File: src/rtl/demux8_deser_if.sv
`default_nettype none
// ============================================================================
//  Module   : demux8_deser_if
//  Purpose  : Serial-in / word-out bundle for the demux8_deser return path.
//  Revision : 1.0  initial release
// ============================================================================
interface demux8_deser_if #(
    parameter int WIDTH = 8,
    parameter int SEL_W = 3
);
    logic             bit_in;
    logic             bit_valid;
    logic             sync;
    logic             ovr_clr;
    logic [WIDTH-1:0] d;
    logic             out_valid;
    logic             out_ready;
    logic [SEL_W-1:0] sel;
    logic             overrun;

    // Producer/consumer side of the block
    modport master (
        output bit_in, bit_valid, sync, ovr_clr, out_ready,
        input  d, out_valid, sel, overrun
    );

    // Deserialiser side
    modport slave (
        input  bit_in, bit_valid, sync, ovr_clr, out_ready,
        output d, out_valid, sel, overrun
    );
endinterface
`default_nettype wire

File: src/rtl/demux8_deser.sv
`default_nettype none
// ============================================================================
//  Module   : demux8_deser
//  Purpose  : Counter-driven serial-to-parallel demux with one-word output
//             buffer, valid/ready handshake and sticky overrun flag.
//  Revision : 1.0  initial release
// ============================================================================
module demux8_deser #(
    parameter int WIDTH     = 8,
    parameter int SEL_W     = 3,
    parameter bit MSB_FIRST = 1'b0
) (
    input  wire             clk,
    input  wire             rst,
    demux8_deser_if.slave   bus_io
);

    localparam logic [SEL_W-1:0] c_LAST    = SEL_W'(WIDTH - 1);
    localparam logic [0:0]       c_S_EMPTY = 1'b0;
    localparam logic [0:0]       c_S_FULL  = 1'b1;

    logic [SEL_W-1:0] sel_q,     sel_d;
    logic [WIDTH-1:0] asm_q,     asm_d;
    logic [WIDTH-1:0] d_q,       d_d;
    logic [0:0]       state_q,   state_d;
    logic             overrun_q, overrun_d;

    logic [SEL_W-1:0] w_eff_sel;
    logic [SEL_W-1:0] w_slot;
    logic [WIDTH-1:0] w_word;
    logic             w_complete;
    logic             w_load_d;
    logic             w_ovr_set;

    // sync makes this edge behave as slot 0 of a fresh, empty frame
    always_comb begin
        w_eff_sel  = bus_io.sync ? '0 : sel_q;
        w_slot     = MSB_FIRST ? (c_LAST - w_eff_sel) : w_eff_sel;
        w_word     = bus_io.sync ? '0 : asm_q;
        if (bus_io.bit_valid) begin
            w_word[w_slot] = bus_io.bit_in;
        end
        w_complete = bus_io.bit_valid && (w_eff_sel == c_LAST);
    end

    always_comb begin
        sel_d = w_eff_sel;
        asm_d = w_word;
        if (bus_io.bit_valid) begin
            sel_d = w_eff_sel + SEL_W'(1);
            if (w_complete) begin
                asm_d = '0;
            end
        end
    end

    // Output buffer FSM: state register
    always_ff @(posedge clk) begin
        if (rst) begin
            state_q   <= c_S_EMPTY;
            sel_q     <= '0;
            asm_q     <= '0;
            d_q       <= '0;
            overrun_q <= 1'b0;
        end else begin
            state_q   <= state_d;
            sel_q     <= sel_d;
            asm_q     <= asm_d;
            d_q       <= d_d;
            overrun_q <= overrun_d;
        end
    end

    // Output buffer FSM: next state
    always_comb begin
        state_d = state_q;
        case (state_q)
            c_S_EMPTY: if (w_complete) state_d = c_S_FULL;
            c_S_FULL:  if (bus_io.out_ready && !w_complete) state_d = c_S_EMPTY;
            default:   state_d = c_S_EMPTY;
        endcase
    end

    // Output buffer FSM: load / drop decisions
    always_comb begin
        w_load_d  = w_complete && ((state_q == c_S_EMPTY) || bus_io.out_ready);
        w_ovr_set = w_complete && (state_q == c_S_FULL) && !bus_io.out_ready;
        d_d       = w_load_d ? w_word : d_q;
        overrun_d = w_ovr_set ? 1'b1 : (bus_io.ovr_clr ? 1'b0 : overrun_q);
    end

    assign bus_io.d         = d_q;
    assign bus_io.out_valid = (state_q == c_S_FULL);
    assign bus_io.sel       = sel_q;
    assign bus_io.overrun   = overrun_q;

endmodule
`default_nettype wire

File: src/flat_wrapper.sv
// flat-port wrapper written by rule: the top's interface ports become plain ports
module demux8_deser_flat 
#(
    parameter int WIDTH     = 8,
    parameter int SEL_W     = 3,
    parameter bit MSB_FIRST = 1'b0
)
  (clk, rst, bus_io_bit_in, bus_io_bit_valid, bus_io_sync, bus_io_ovr_clr, bus_io_out_ready, bus_io_d, bus_io_out_valid, bus_io_sel, bus_io_overrun);
  demux8_deser_if #(.WIDTH(WIDTH), .SEL_W(SEL_W)) bus_io_i ();
  input  wire clk;
  input  wire rst;
  input wire logic [$bits(bus_io_i.bit_in)-1:0] bus_io_bit_in;
  input wire logic [$bits(bus_io_i.bit_valid)-1:0] bus_io_bit_valid;
  input wire logic [$bits(bus_io_i.sync)-1:0] bus_io_sync;
  input wire logic [$bits(bus_io_i.ovr_clr)-1:0] bus_io_ovr_clr;
  input wire logic [$bits(bus_io_i.out_ready)-1:0] bus_io_out_ready;
  output wire logic [$bits(bus_io_i.d)-1:0] bus_io_d;
  output wire logic [$bits(bus_io_i.out_valid)-1:0] bus_io_out_valid;
  output wire logic [$bits(bus_io_i.sel)-1:0] bus_io_sel;
  output wire logic [$bits(bus_io_i.overrun)-1:0] bus_io_overrun;
  assign bus_io_i.bit_in = bus_io_bit_in;
  assign bus_io_i.bit_valid = bus_io_bit_valid;
  assign bus_io_i.sync = bus_io_sync;
  assign bus_io_i.ovr_clr = bus_io_ovr_clr;
  assign bus_io_i.out_ready = bus_io_out_ready;
  assign bus_io_d = bus_io_i.d;
  assign bus_io_out_valid = bus_io_i.out_valid;
  assign bus_io_sel = bus_io_i.sel;
  assign bus_io_overrun = bus_io_i.overrun;
  demux8_deser #(.WIDTH(WIDTH), .SEL_W(SEL_W), .MSB_FIRST(MSB_FIRST)) u_core (.clk(clk), .rst(rst), .bus_io(bus_io_i));
endmodule
File: config.mk
export PLATFORM = sky130hd
export DESIGN_NAME = demux8_deser_flat
export DESIGN_NICKNAME = d
export VERILOG_FILES = /design/src/rtl/demux8_deser_if.sv /design/src/rtl/demux8_deser.sv /design/src/flat_wrapper.sv
export SDC_FILE = /design/constraint.sdc
export NUM_CORES = 1
export LEC_CHECK = 0
export CAP_MARGIN = 15
export CORE_MARGIN = 5
export CORE_UTILIZATION = 52
export CTS_BUF_LIST = sky130_fd_sc_hd__clkbuf_8 sky130_fd_sc_hd__clkbuf_16
export CTS_CLUSTER_SIZE = 24
export DETAILED_ROUTE_END_ITERATION = 6
export PLACE_DENSITY_LB_ADDON = 0.15
export SYNTH_ARGS = -nofsm -noshare
export SYNTH_HDL_FRONTEND = slang
export SYNTH_SLANG_ARGS = --single-unit
File: constraint.sdc
create_clock -name clk -period 5.2 [get_ports clk]
set_input_delay 1.04 -clock clk [delete_from_list [all_inputs] [get_ports clk]]
set_output_delay 1.04 -clock clk [all_outputs]
set_load 0.01 [all_outputs]
==> impl_metrics.env <==
export IMPL_drive_gt1_share_pct=5.31
export IMPL_yosys_top_cells_area="dfxtp_1 (43%), buf_6 (6.9%), a32oi_1 (6.3%), a211oi_1 (5.4%), a21oi_1 (5.1%)"
export IMPL_crit_chain="clkdlybuf4s50_1 > nor2b_1 > and2_1 > ha_1 > and2_1 > and2_4 > a211oi_1"
export IMPL_async_reset_ff_share_pct=0
export IMPL_required_ns=5.37
export IMPL_grt_pass1_vias=721
export IMPL_antenna_cells=0
export IMPL_rsz0062_at_grt="false"
export IMPL_place_inst=134
export IMPL_grt_use_met1_pct=21.6
export IMPL_powerDensity_nw_per_um2=247
export IMPL_fin_util_pct=66.2
export IMPL_syn_to_final_growth_pct=18.8
export IMPL_ys_types=30
export IMPL_setup_slack_ns=2.59
export IMPL_finalNetCount=122
export IMPL_dieArea_um2=2830
export IMPL_slew_headroom_pct=62.1
export IMPL_dpl_worst_slack_ns=2.34
export IMPL_synth_edf_count=0
export IMPL_timing_rr_start="u_core.bus_io.sel[0]"
export IMPL_cts_tree="done"
export IMPL_postRouteAntennaNets=0
export IMPL_io_pins=20
export IMPL_antenna_found_initial=0
export IMPL_placedInstanceArea_um2=1110
export IMPL_crit_top_cell="and2_1"
export IMPL_numPortBuffers=19
export IMPL_arrival_ns=2.78
export IMPL_drt_iter0_drc=6
export IMPL_synth_top_cell_by_area="dfxtp_1"
export IMPL_yosysSeqAreaShare_pct=43.2
export IMPL_detailedPlacementHpwl_um=1380
export IMPL_crit_fanout=9
export IMPL_htreeDepth=1
export IMPL_num_vias=802
export IMPL_grt_busiest_layer="met2"
export IMPL_die_y_um=53.2
export IMPL_cp_end_kind="flip-flop"
export IMPL_wl_per_cell_um=14.3
export IMPL_worst_pin_slew_ns=0.567
export IMPL_final_cell_count_no_fill=138
export IMPL_setup_tns_ns=0
export IMPL_finalCriticalPeriod_ns=2.61
export IMPL_critical_path_class="primary input to flip-flop"
export IMPL_fin_crit_sh_pct=50.2
export IMPL_syn_avg_cell_area_um2=9.82
export IMPL_wl_um=1970
export IMPL_syn_area_um2=972
export IMPL_max_cap_violations=0
export IMPL_hold_violations=0
export IMPL_max_freq_mhz=383
export IMPL_syn_inst=99
export IMPL_worst_ir_drop_vdd_mv=0.191
export IMPL_yosys_most_used_dff="dfxtp_1"
export IMPL_yosysMostFrequentCell="dfxtp_1"
export IMPL_cts_repair_resized=0
export IMPL_grt_max_degree=17
export IMPL_slew_viol_final=0
export IMPL_cts_sinks=21
export IMPL_crit_start="bus_io_sync"
export IMPL_grt_first_pass_wirelength_um=3300
export IMPL_finClkSkew_ns=0.00418
export IMPL_p_leak_nw=0.381
export IMPL_hold_path_class="flip-flop to flip-flop"
export IMPL_yosysTopAreaCellShare_pct=43.2
export IMPL_first_pass_iters=4
export IMPL_r2r_cells=6
export IMPL_crit_end="u_core.bus_io.d[6]"
export IMPL_globalplace_congestion=0.858
export IMPL_start_util_pct=55.7
export IMPL_clkLatencyLatePin_ns=0.25
export IMPL_cp_start_kind="primary input"
export IMPL_r2r_slack_ns=3.28
export IMPL_core_area_um2=1750
export IMPL_numCtsBuffers=3
export IMPL_setup_viol=0
export IMPL_ys_warn_count=0
export IMPL_use_met3_pct=3.66
export IMPL_rows=15
export IMPL_final_area_um2=1150
export IMPL_crit_slowest_cell="clkdlybuf4s50_1"
export IMPL_synth_seq_cells=21
export IMPL_syn_num_nets=107
export IMPL_drc=0
export IMPL_clk_pin_slew_worst_paths_ns=0.07
export IMPL_grt_use_met2_pct=24.7
export IMPL_grtUsageTotal_pct=16.0
export IMPL_status="complete, no violations"
export IMPL_fp_dieW_um=53.2
export IMPL_finalPower_mw=0.286
export IMPL_whs_ns=0.520
export IMPL_critPathMaxStageDelay_ns=0.57
export IMPL_cts_hold_buffers=0
export IMPL_grt_overflow_total=0
export IMPL_clockRootBuffer="clkbuf_8"
export IMPL_postCtsSetupRepairBufs=0
export IMPL_via_per_inst=5.81
export IMPL_worstReg2RegEnd="u_core.bus_io.d[0]"
export IMPL_synthTopCellsByCount="dfxtp_1 (21), nor2_1 (11), a21oi_1 (10), a211oi_1 (7), a32oi_1 (7)"
export IMPL_clock_path_buffers=2
==> metal layers <==
metal  wire [um]  part of all wire [%]  vias up
li1            -                     -      397
met1         947                    48      379
met2         913                    46       22
met3          90                   4.6        4
met4          20                   1.0        0
met5           0                     0        -
==> cells in the final DEF, fill, tap and decap left out, drive strengths merged <==
| cell type | count |
|---|---|
| a2bb2oi | 1 |
| dfxtp | 21 |
| a32oi | 7 |
| nand4 | 1 |
| inv | 3 |
| or4b | 1 |
| and4b | 1 |
| a311oi | 1 |
| ha | 1 |
| mux2i | 1 |
| xor2 | 1 |
| nor3 | 2 |
| o211ai | 1 |
| nand2 | 2 |
| nand4b | 3 |
| xnor2 | 1 |
| a211oi | 7 |
| nor2b | 4 |
| nand2b | 2 |
| nor2 | 11 |
| and4bb | 1 |
| a21oi | 10 |
| clkdlybuf4s50 | 19 |
| and2 | 4 |
| clkbuf | 3 |
| nand4bb | 3 |
| nand3 | 1 |
==> registers in the layout, indices dropped and copies added (netlist names) <==
register and flops:
u_core.bus_io.out_valid 1, u_core.bus_io.d 8, u_core.bus_io.sel 3, u_core.bus_io.overrun 1, u_core.asm_q 8
==> cells by family (layout without fill, tap and decap cells) <==
group           Yosys count  count (layout)  synth area share [%]
buf+inv                  11              25                  9.39
flops                    21              21                  43.2
simple gates             36              36                  23.8
compound gates           27              27                  19.4
xor+xnor                  2               2                  1.80
mux                       1               1                  1.03
fa+ha+maj                 1               1                  1.29
==> power breakdown <==
group | leakage [nW] | switching (mW) | internal, mW
logic | 0.185 | 0.00991 | 0.0105
registers | 0.170 | 0.00317 | 0.162
clock network | 0.0269 | 0.0475 | 0.0524
total | 0.381 | 0.0605 | 0.225
==> final cells by class <==
type,instances,area (um^2)
Tap cell,25,31.3
Sequential cell,21,420
Inverter,2,7.51
Clock buffer,3,41.3
Multi-Input combinational cell,67,460
Timing Repair Buffer,19,190
Fill cell,154,591
Clock inverter,1,3.75
==> worst max-delay path: cells and delay by family <==
family                     cells  cell delay (ns)
buffers and inverters          1             0.57
adders and majority gates      1             0.18
and+or+nand+nor                4             0.76
AOI/OAI and AO/OA              1             0.23
==> worst min-delay path by stage <==
stage / from / to / slack [ns] / cells after the start
after floorplan: u_core.asm_q[0] / u_core.asm_q[0] / 0.47 / 2
after global placement: u_core.bus_io.overrun / u_core.bus_io.overrun / 0.47 / 2
after detailed placement: u_core.asm_q[0] / u_core.asm_q[0] / 0.51 / 2
after CTS: u_core.asm_q[0] / u_core.asm_q[0] / 0.53 / 2
after global routing: u_core.bus_io.d[1] / u_core.bus_io.d[1] / 0.55 / 2
final: u_core.bus_io.overrun / u_core.bus_io.overrun / 0.52 / 2
Note: power is estimated with default switching activity, not from simulation.
